## src/rtl/pin_input_monitor_pkg.sv

```systemverilog
// Shared constants for the pin input monitor: clock frequency and ms-to-cycles helper.
package pin_input_monitor_pkg;

  localparam int unsigned CLK25_FREQ_HZ = 25_000_000;

  function automatic int unsigned ms_to_cycles(input int unsigned ms);
    return (CLK25_FREQ_HZ / 1000) * ms;
  endfunction

  localparam int unsigned DEBOUNCE_MS          = 10;
  localparam int unsigned DEBOUNCE_CYCLES_DFLT = ms_to_cycles(DEBOUNCE_MS);
  localparam int unsigned NR_PINS_DFLT         = 4;
  localparam int unsigned EDGE_CNT_BITS_DFLT   = 16;

endpackage

```

## src/rtl/pin_input_monitor_if.sv

```systemverilog
// Pad-side inputs and debounced results of the pin input monitor.
interface pin_input_monitor_if #(
  parameter int unsigned NR_PINS       = 4,
  parameter int unsigned EDGE_CNT_BITS = 16
);
  logic [NR_PINS-1:0]       pins_in;
  logic [NR_PINS-1:0]       clr_changed;
  logic [NR_PINS-1:0]       pins_stable;
  logic [NR_PINS-1:0]       rise;
  logic [NR_PINS-1:0]       fall;
  logic [NR_PINS-1:0]       changed;
  logic [EDGE_CNT_BITS-1:0] edge_cnt;

  modport master (
    output pins_in, clr_changed,
    input  pins_stable, rise, fall, changed, edge_cnt
  );

  modport slave (
    input  pins_in, clr_changed,
    output pins_stable, rise, fall, changed, edge_cnt
  );
endinterface

```

## src/rtl/pin_input_monitor_debounce.sv

```systemverilog
// Single-pin 2-flop synchronizer and debouncer with registered rise/fall pulses.
module pin_debounce
  import pin_input_monitor_pkg::*;
#(
  parameter int unsigned DEBOUNCE_CYCLES = DEBOUNCE_CYCLES_DFLT
) (
  input  logic clk25,
  input  logic rst_,
  input  logic pin_in,
  output logic stable,
  output logic rise,
  output logic fall
);

  localparam int unsigned CNT_W = $clog2(DEBOUNCE_CYCLES);
  localparam logic [CNT_W-1:0] CNT_MAX = CNT_W'(DEBOUNCE_CYCLES - 1);

  logic             sync1_q, sync1_d;
  logic             sync2_q, sync2_d;
  logic [CNT_W-1:0] cnt_q, cnt_d;
  logic             stable_q, stable_d;
  logic             rise_q, rise_d;
  logic             fall_q, fall_d;

  // Any sample matching the accepted level restarts the count.
  always_comb begin
    sync1_d  = pin_in;
    sync2_d  = sync1_q;
    cnt_d    = '0;
    stable_d = stable_q;
    rise_d   = 1'b0;
    fall_d   = 1'b0;
    if (sync2_q != stable_q) begin
      if (cnt_q == CNT_MAX) begin
        stable_d = sync2_q;
        rise_d   = sync2_q;
        fall_d   = ~sync2_q;
      end else begin
        cnt_d = cnt_q + CNT_W'(1);
      end
    end
  end

  always_ff @(posedge clk25 or negedge rst_) begin
    if (!rst_) begin
      sync1_q  <= 1'b0;
      sync2_q  <= 1'b0;
      cnt_q    <= '0;
      stable_q <= 1'b0;
      rise_q   <= 1'b0;
      fall_q   <= 1'b0;
    end else begin
      sync1_q  <= sync1_d;
      sync2_q  <= sync2_d;
      cnt_q    <= cnt_d;
      stable_q <= stable_d;
      rise_q   <= rise_d;
      fall_q   <= fall_d;
    end
  end

  assign stable = stable_q;
  assign rise   = rise_q;
  assign fall   = fall_q;

endmodule

```

## src/rtl/pin_input_monitor.sv

```systemverilog
// Debounces NR_PINS pad inputs and tracks sticky change flags and a wrapping edge count.
module pin_input_monitor
  import pin_input_monitor_pkg::*;
#(
  parameter int unsigned NR_PINS         = NR_PINS_DFLT,
  parameter int unsigned DEBOUNCE_CYCLES = DEBOUNCE_CYCLES_DFLT,
  parameter int unsigned EDGE_CNT_BITS   = EDGE_CNT_BITS_DFLT
) (
  input  logic                clk25,
  input  logic                rst_,
  pin_input_monitor_if.slave  mon
);

  logic [NR_PINS-1:0]       stable_w, rise_w, fall_w;
  logic [NR_PINS-1:0]       edges_c;
  logic [NR_PINS-1:0]       changed_q, changed_d;
  logic [EDGE_CNT_BITS-1:0] edge_cnt_q, edge_cnt_d;

  for (genvar g = 0; g < NR_PINS; g++) begin : g_pin
    pin_debounce #(
      .DEBOUNCE_CYCLES (DEBOUNCE_CYCLES)
    ) u_debounce (
      .clk25  (clk25),
      .rst_   (rst_),
      .pin_in (mon.pins_in[g]),
      .stable (stable_w[g]),
      .rise   (rise_w[g]),
      .fall   (fall_w[g])
    );
  end

  // A new edge on a pin wins over a simultaneous clear of its flag.
  always_comb begin
    edges_c    = rise_w | fall_w;
    changed_d  = (changed_q & ~mon.clr_changed) | edges_c;
    edge_cnt_d = edge_cnt_q;
    for (int unsigned i = 0; i < NR_PINS; i++) begin
      edge_cnt_d = edge_cnt_d + EDGE_CNT_BITS'(edges_c[i]);
    end
  end

  always_ff @(posedge clk25 or negedge rst_) begin
    if (!rst_) begin
      changed_q  <= '0;
      edge_cnt_q <= '0;
    end else begin
      changed_q  <= changed_d;
      edge_cnt_q <= edge_cnt_d;
    end
  end

  assign mon.pins_stable = stable_w;
  assign mon.rise        = rise_w;
  assign mon.fall        = fall_w;
  assign mon.changed     = changed_q;
  assign mon.edge_cnt    = edge_cnt_q;

endmodule

```

## src/flat_wrapper.sv

```systemverilog
// flat-port wrapper written by rule: the top's interface ports become plain ports
module pin_input_monitor_flat import pin_input_monitor_pkg::*;
#(
  parameter int unsigned NR_PINS         = NR_PINS_DFLT,
  parameter int unsigned DEBOUNCE_CYCLES = DEBOUNCE_CYCLES_DFLT,
  parameter int unsigned EDGE_CNT_BITS   = EDGE_CNT_BITS_DFLT
)
  (clk25, rst_, mon_pins_in, mon_clr_changed, mon_pins_stable, mon_rise, mon_fall, mon_changed, mon_edge_cnt);
  pin_input_monitor_if #(.NR_PINS(NR_PINS), .EDGE_CNT_BITS(EDGE_CNT_BITS)) mon_i ();
  input  logic clk25;
  input  logic rst_;
  input wire logic [$bits(mon_i.pins_in)-1:0] mon_pins_in;
  input wire logic [$bits(mon_i.clr_changed)-1:0] mon_clr_changed;
  output wire logic [$bits(mon_i.pins_stable)-1:0] mon_pins_stable;
  output wire logic [$bits(mon_i.rise)-1:0] mon_rise;
  output wire logic [$bits(mon_i.fall)-1:0] mon_fall;
  output wire logic [$bits(mon_i.changed)-1:0] mon_changed;
  output wire logic [$bits(mon_i.edge_cnt)-1:0] mon_edge_cnt;
  assign mon_i.pins_in = mon_pins_in;
  assign mon_i.clr_changed = mon_clr_changed;
  assign mon_pins_stable = mon_i.pins_stable;
  assign mon_rise = mon_i.rise;
  assign mon_fall = mon_i.fall;
  assign mon_changed = mon_i.changed;
  assign mon_edge_cnt = mon_i.edge_cnt;
  pin_input_monitor #(.NR_PINS(NR_PINS), .DEBOUNCE_CYCLES(DEBOUNCE_CYCLES), .EDGE_CNT_BITS(EDGE_CNT_BITS)) u_core (.clk25(clk25), .rst_(rst_), .mon(mon_i));
endmodule
```

## config.mk

```make
export PLATFORM = sky130hd
export DESIGN_NAME = pin_input_monitor_flat
export DESIGN_NICKNAME = d
export VERILOG_FILES = /design/src/rtl/pin_input_monitor_pkg.sv /design/src/rtl/pin_input_monitor_if.sv /design/src/rtl/pin_input_monitor_debounce.sv /design/src/rtl/pin_input_monitor.sv /design/src/flat_wrapper.sv
export SDC_FILE = /design/constraint.sdc
export NUM_CORES = 1
export LEC_CHECK = 0
export ABC_AREA = 1
export BUFFER_PORTS_ARGS = -buffer_cell sky130_fd_sc_hd__buf_4
export CAP_MARGIN = 20
export CORE_MARGIN = 3
export CORE_UTILIZATION = 45
export CTS_BUF_LIST = sky130_fd_sc_hd__clkbuf_2
export DETAILED_ROUTE_END_ITERATION = 16
export GPL_TIMING_DRIVEN = 0
export SLEW_MARGIN = 20
export SYNTH_ARGS = -nofsm -noshare
export SYNTH_HDL_FRONTEND = slang
export SYNTH_SLANG_ARGS = --single-unit
```

## constraint.sdc

```tcl
create_clock -name clk25 -period 3.05 [get_ports clk25]
set_input_delay 0.915 -clock clk25 [delete_from_list [all_inputs] [get_ports clk25]]
set_output_delay 0.915 -clock clk25 [all_outputs]
set_load 0.02 [all_outputs]
```

==> flow_summary.ini <==
[finish]
final_core_util_pct = 51.6
multi_input_area_sq_um = 2520
diodes = 0
final_common_cell = nor2_1
seq_area_sq_um = 2800
drive_gt1_share_pct = 15.9
num-nets-final = 760
layout_common_cells = 168 x nor2_1, 116 x nand2_1, 112 x dfrtp_1
fill_cells = 1226
area.growth.synth_to_final_pct = 10.8

[critical_path]
required_ns = 3.62
arrival_ns = 3.14
reg2reg_depth = 11
endpoint_kind = flip-flop
critPathLaunchType = flip-flop
path_max_fanout = 3
critPathKind = reg2reg

[route]
drt_first_pass_iters = 4
met3_length_um = 463
top_layer = met4
drtIter0Drc = 244
avgRoutedWirePerCell_um = 11.8
vias = 4374
drc = 0
ant_nets = 0
wl_met2_mm = 5.11
wl_met1_mm = 5.08
viasPerCell = 4.78
wl_mm = 10.8

[timing]
fmax_mhz = 389
rsz0062_at_grt = false
setup_viol_count_final = 0
fin_crit_ns = 2.57
worst_pin_slew_ns = 0.852
setup_tns_ns = 0
hold_viol = 0
fin_crit_sh_pct = 84.4
fin_skew_ns = 0.0256
slew_violations = 0
relSlewSlack_pct = 43.2

[power]
ir_worst_vdd_uv = 320
intPower_mw = 1.65
p_comb_share_pct = 3.9
p_sw_mw = 0.550
power_frac_clock_pct = 26.7
swShare_pct = 25.1
p_leak_nw = 2.87
power.density_nw_per_um2 = 348
p_seq_share_pct = 69.4

[cts]
post_cts_buffers = 0
h-tree-depth = 3
hold_buffers = 0
root_buffer = clkbuf_2
ctsResizeCount = 0
cts_max_path_buffers = 2
cts.clk_slew.worst_paths_ns = 0.29
clock_sinks = 112
cts_tree = done
cts_made_buffers = 9
insertion_delay_ns = 0.60

[synth]
syn_area_sq_um = 5690
seq_area_frac_synth_pct = 49.2
synth_edf_count = 0
async_flop_share_pct = 100
synth.distinct_cells = 26
synth_ff_type = dfrtp_1
avgSynthCellArea_sq_um = 8.25
syn-instance-count = 690
synth_fp_nets = 708
synth-warning-count = 0
synth_seq_cells = 112

[grt]
grt_max_degree = 113
grt_usage_pct = 16.5
grt_pass1_vias = 4178
overflow = 0
grt_pass1_wl_mm = 19.1
grt_antenna_before_repair = 0

[hold_path]
hp-class = in2async

[placed_design]
hpwl_mm = 8.00
gp_congestion = 0.861
io_buffers = 41

[floorplan]
start_util_pct = 46.6
core-area_sq_um = 12200
rows = 40
fp.dieH_um = 118
pin_count = 42
die_w_um = 118
die-area_sq_um = 14000

[flow_run]
drv_cap = 0

[outcome]
outcome = complete, no violations
-- kinds of logic (layout without fill, tap and decap cells) --
kind of cell	Yosys count	in the layout	synth area share (%)
compound gates	25	25	2.29
xor+xnor	51	51	7.85
fa+ha+maj	8	8	2.15
buf+inv	87	144	6.55
flops	112	112	49.2
simple gates	407	407	31.9
-- worst max-delay path: stages, from the launching register on --
cell     delay [ns]
dfrtp_1        0.42
nor2_1         0.10
fa_1           0.54
inv_1          0.05
fa_1           0.43
fa_1           0.41
nand3_1        0.17
inv_1          0.08
nand2_1        0.11
nor2_2         0.06
nand2_1        0.07
xnor2_1        0.11
-- power by group through the flow --
stage / combinational (mW) / sequential (mW) / clock, mW
2_1_floorplan: 0.0410 / 1.54 / 0
3_3_place_gp: 0.0888 / 1.55 / 0
3_5_place_dp: 0.0909 / 1.55 / 0
4_1_cts: 0.0914 / 1.52 / 0.630
5_1_grt: 0.105 / 1.53 / 0.690
6_report: 0.0865 / 1.52 / 0.586
-- layer usage --
| layer | GRT usage (%) | vias up |
|---|---|---|
| li1 | - | 2231 |
| met1 | 21.4 | 2058 |
| met3 | 5.02 | 12 |
| met4 | 3.62 | 0 |
| met5 | 0 | - |
| met2 | 27.5 | 73 |
-- Yosys cell counts (2+ instances only) --
| cell | instances | share of area (%) |
|---|---|---|
| nor2_4 | 7 | 1.4 |
| nand2_1 | 116 | 7.6 |
| inv_1 | 68 | 4.5 |
| nand4_1 | 9 | 0.99 |
| o21ai_0 | 7 | 0.62 |
| ha_1 | 5 | 1.1 |
| dfrtp_1 | 112 | 49 |
| nand2_2 | 12 | 1.3 |
| nor2_1 | 168 | 11 |
| nand2_4 | 3 | 0.59 |
| nor3_1 | 13 | 1.1 |
| nand3_1 | 54 | 4.7 |
| a21oi_1 | 12 | 1.1 |
| fa_1 | 3 | 1.1 |
| o21bai_1 | 2 | 0.26 |
| xnor2_1 | 15 | 2.3 |
| inv_2 | 6 | 0.40 |
| buf_4 | 12 | 1.6 |
| nor2_2 | 18 | 2.0 |
| xor2_1 | 36 | 5.5 |
| o21ai_1 | 4 | 0.35 |
| nand3_2 | 4 | 0.70 |
-- stage by stage --
| step | std cells | setup slack [ns] | power [mW] | area (sq um) | hold slack [ns] |
|---|---|---|---|---|---|
| 6_report | 915 | 0.477 | 2.20 | 6310 | 0.374 |
| 3_3_place_gp | 899 | 0.519 | 1.64 | 6210 | 0.338 |
| 3_5_place_dp | 899 | 0.487 | 1.64 | 6210 | 0.337 |
| 5_1_grt | 915 | 0.314 | 2.32 | 6310 | 0.295 |
| 4_1_cts | 915 | 0.424 | 2.25 | 6300 | 0.332 |
| 2_1_floorplan | 690 | 0.680 | 1.59 | 5690 | 0.331 |
-- area by class of cell --
| class | count | share of cell area [%] |
|---|---|---|
| Tap cell | 168 | 3.33 |
| Clock inverter | 5 | 0.536 |
| Multi-Input combinational cell | 491 | 39.9 |
| Sequential cell | 112 | 44.4 |
| Timing Repair Buffer | 41 | 4.98 |
| Clock buffer | 11 | 0.873 |
| Buffer | 13 | 1.51 |
| Inverter | 74 | 4.40 |
-- path summary, 6_finish.rpt --
check	from	to	slack (ns)
worst min-delay path	rst_	u_core.mon.changed[0]	0.37
worst min register to register	u_core.g_pin[0].u_debounce.sync1_q	u_core.g_pin[0].u_debounce.sync2_q	0.39
max in group asynchronous	rst_	u_core.g_pin[3].u_debounce.cnt_q[10]	2.10
worst max register to register	u_core.g_pin[0].u_debounce.fall	u_core.mon.edge_cnt[14]	0.48
min in group clk25	u_core.g_pin[0].u_debounce.sync1_q	u_core.g_pin[0].u_debounce.sync2_q	0.39
worst max-delay path	u_core.g_pin[0].u_debounce.fall	u_core.mon.edge_cnt[14]	0.48
-- registers in the layout, indices dropped and copies added, names as in the netlist --
register,cells
u_core.g_pin.u_debounce.cnt_q,72
u_core.mon.edge_cnt,16
u_core.g_pin.u_debounce.fall,4
u_core.g_pin.u_debounce.rise,4
u_core.g_pin.u_debounce.stable,4
u_core.g_pin.u_debounce.sync1_q,4
u_core.g_pin.u_debounce.sync2_q,4
u_core.mon.changed,4
Power figures use the tool's default switching activity.
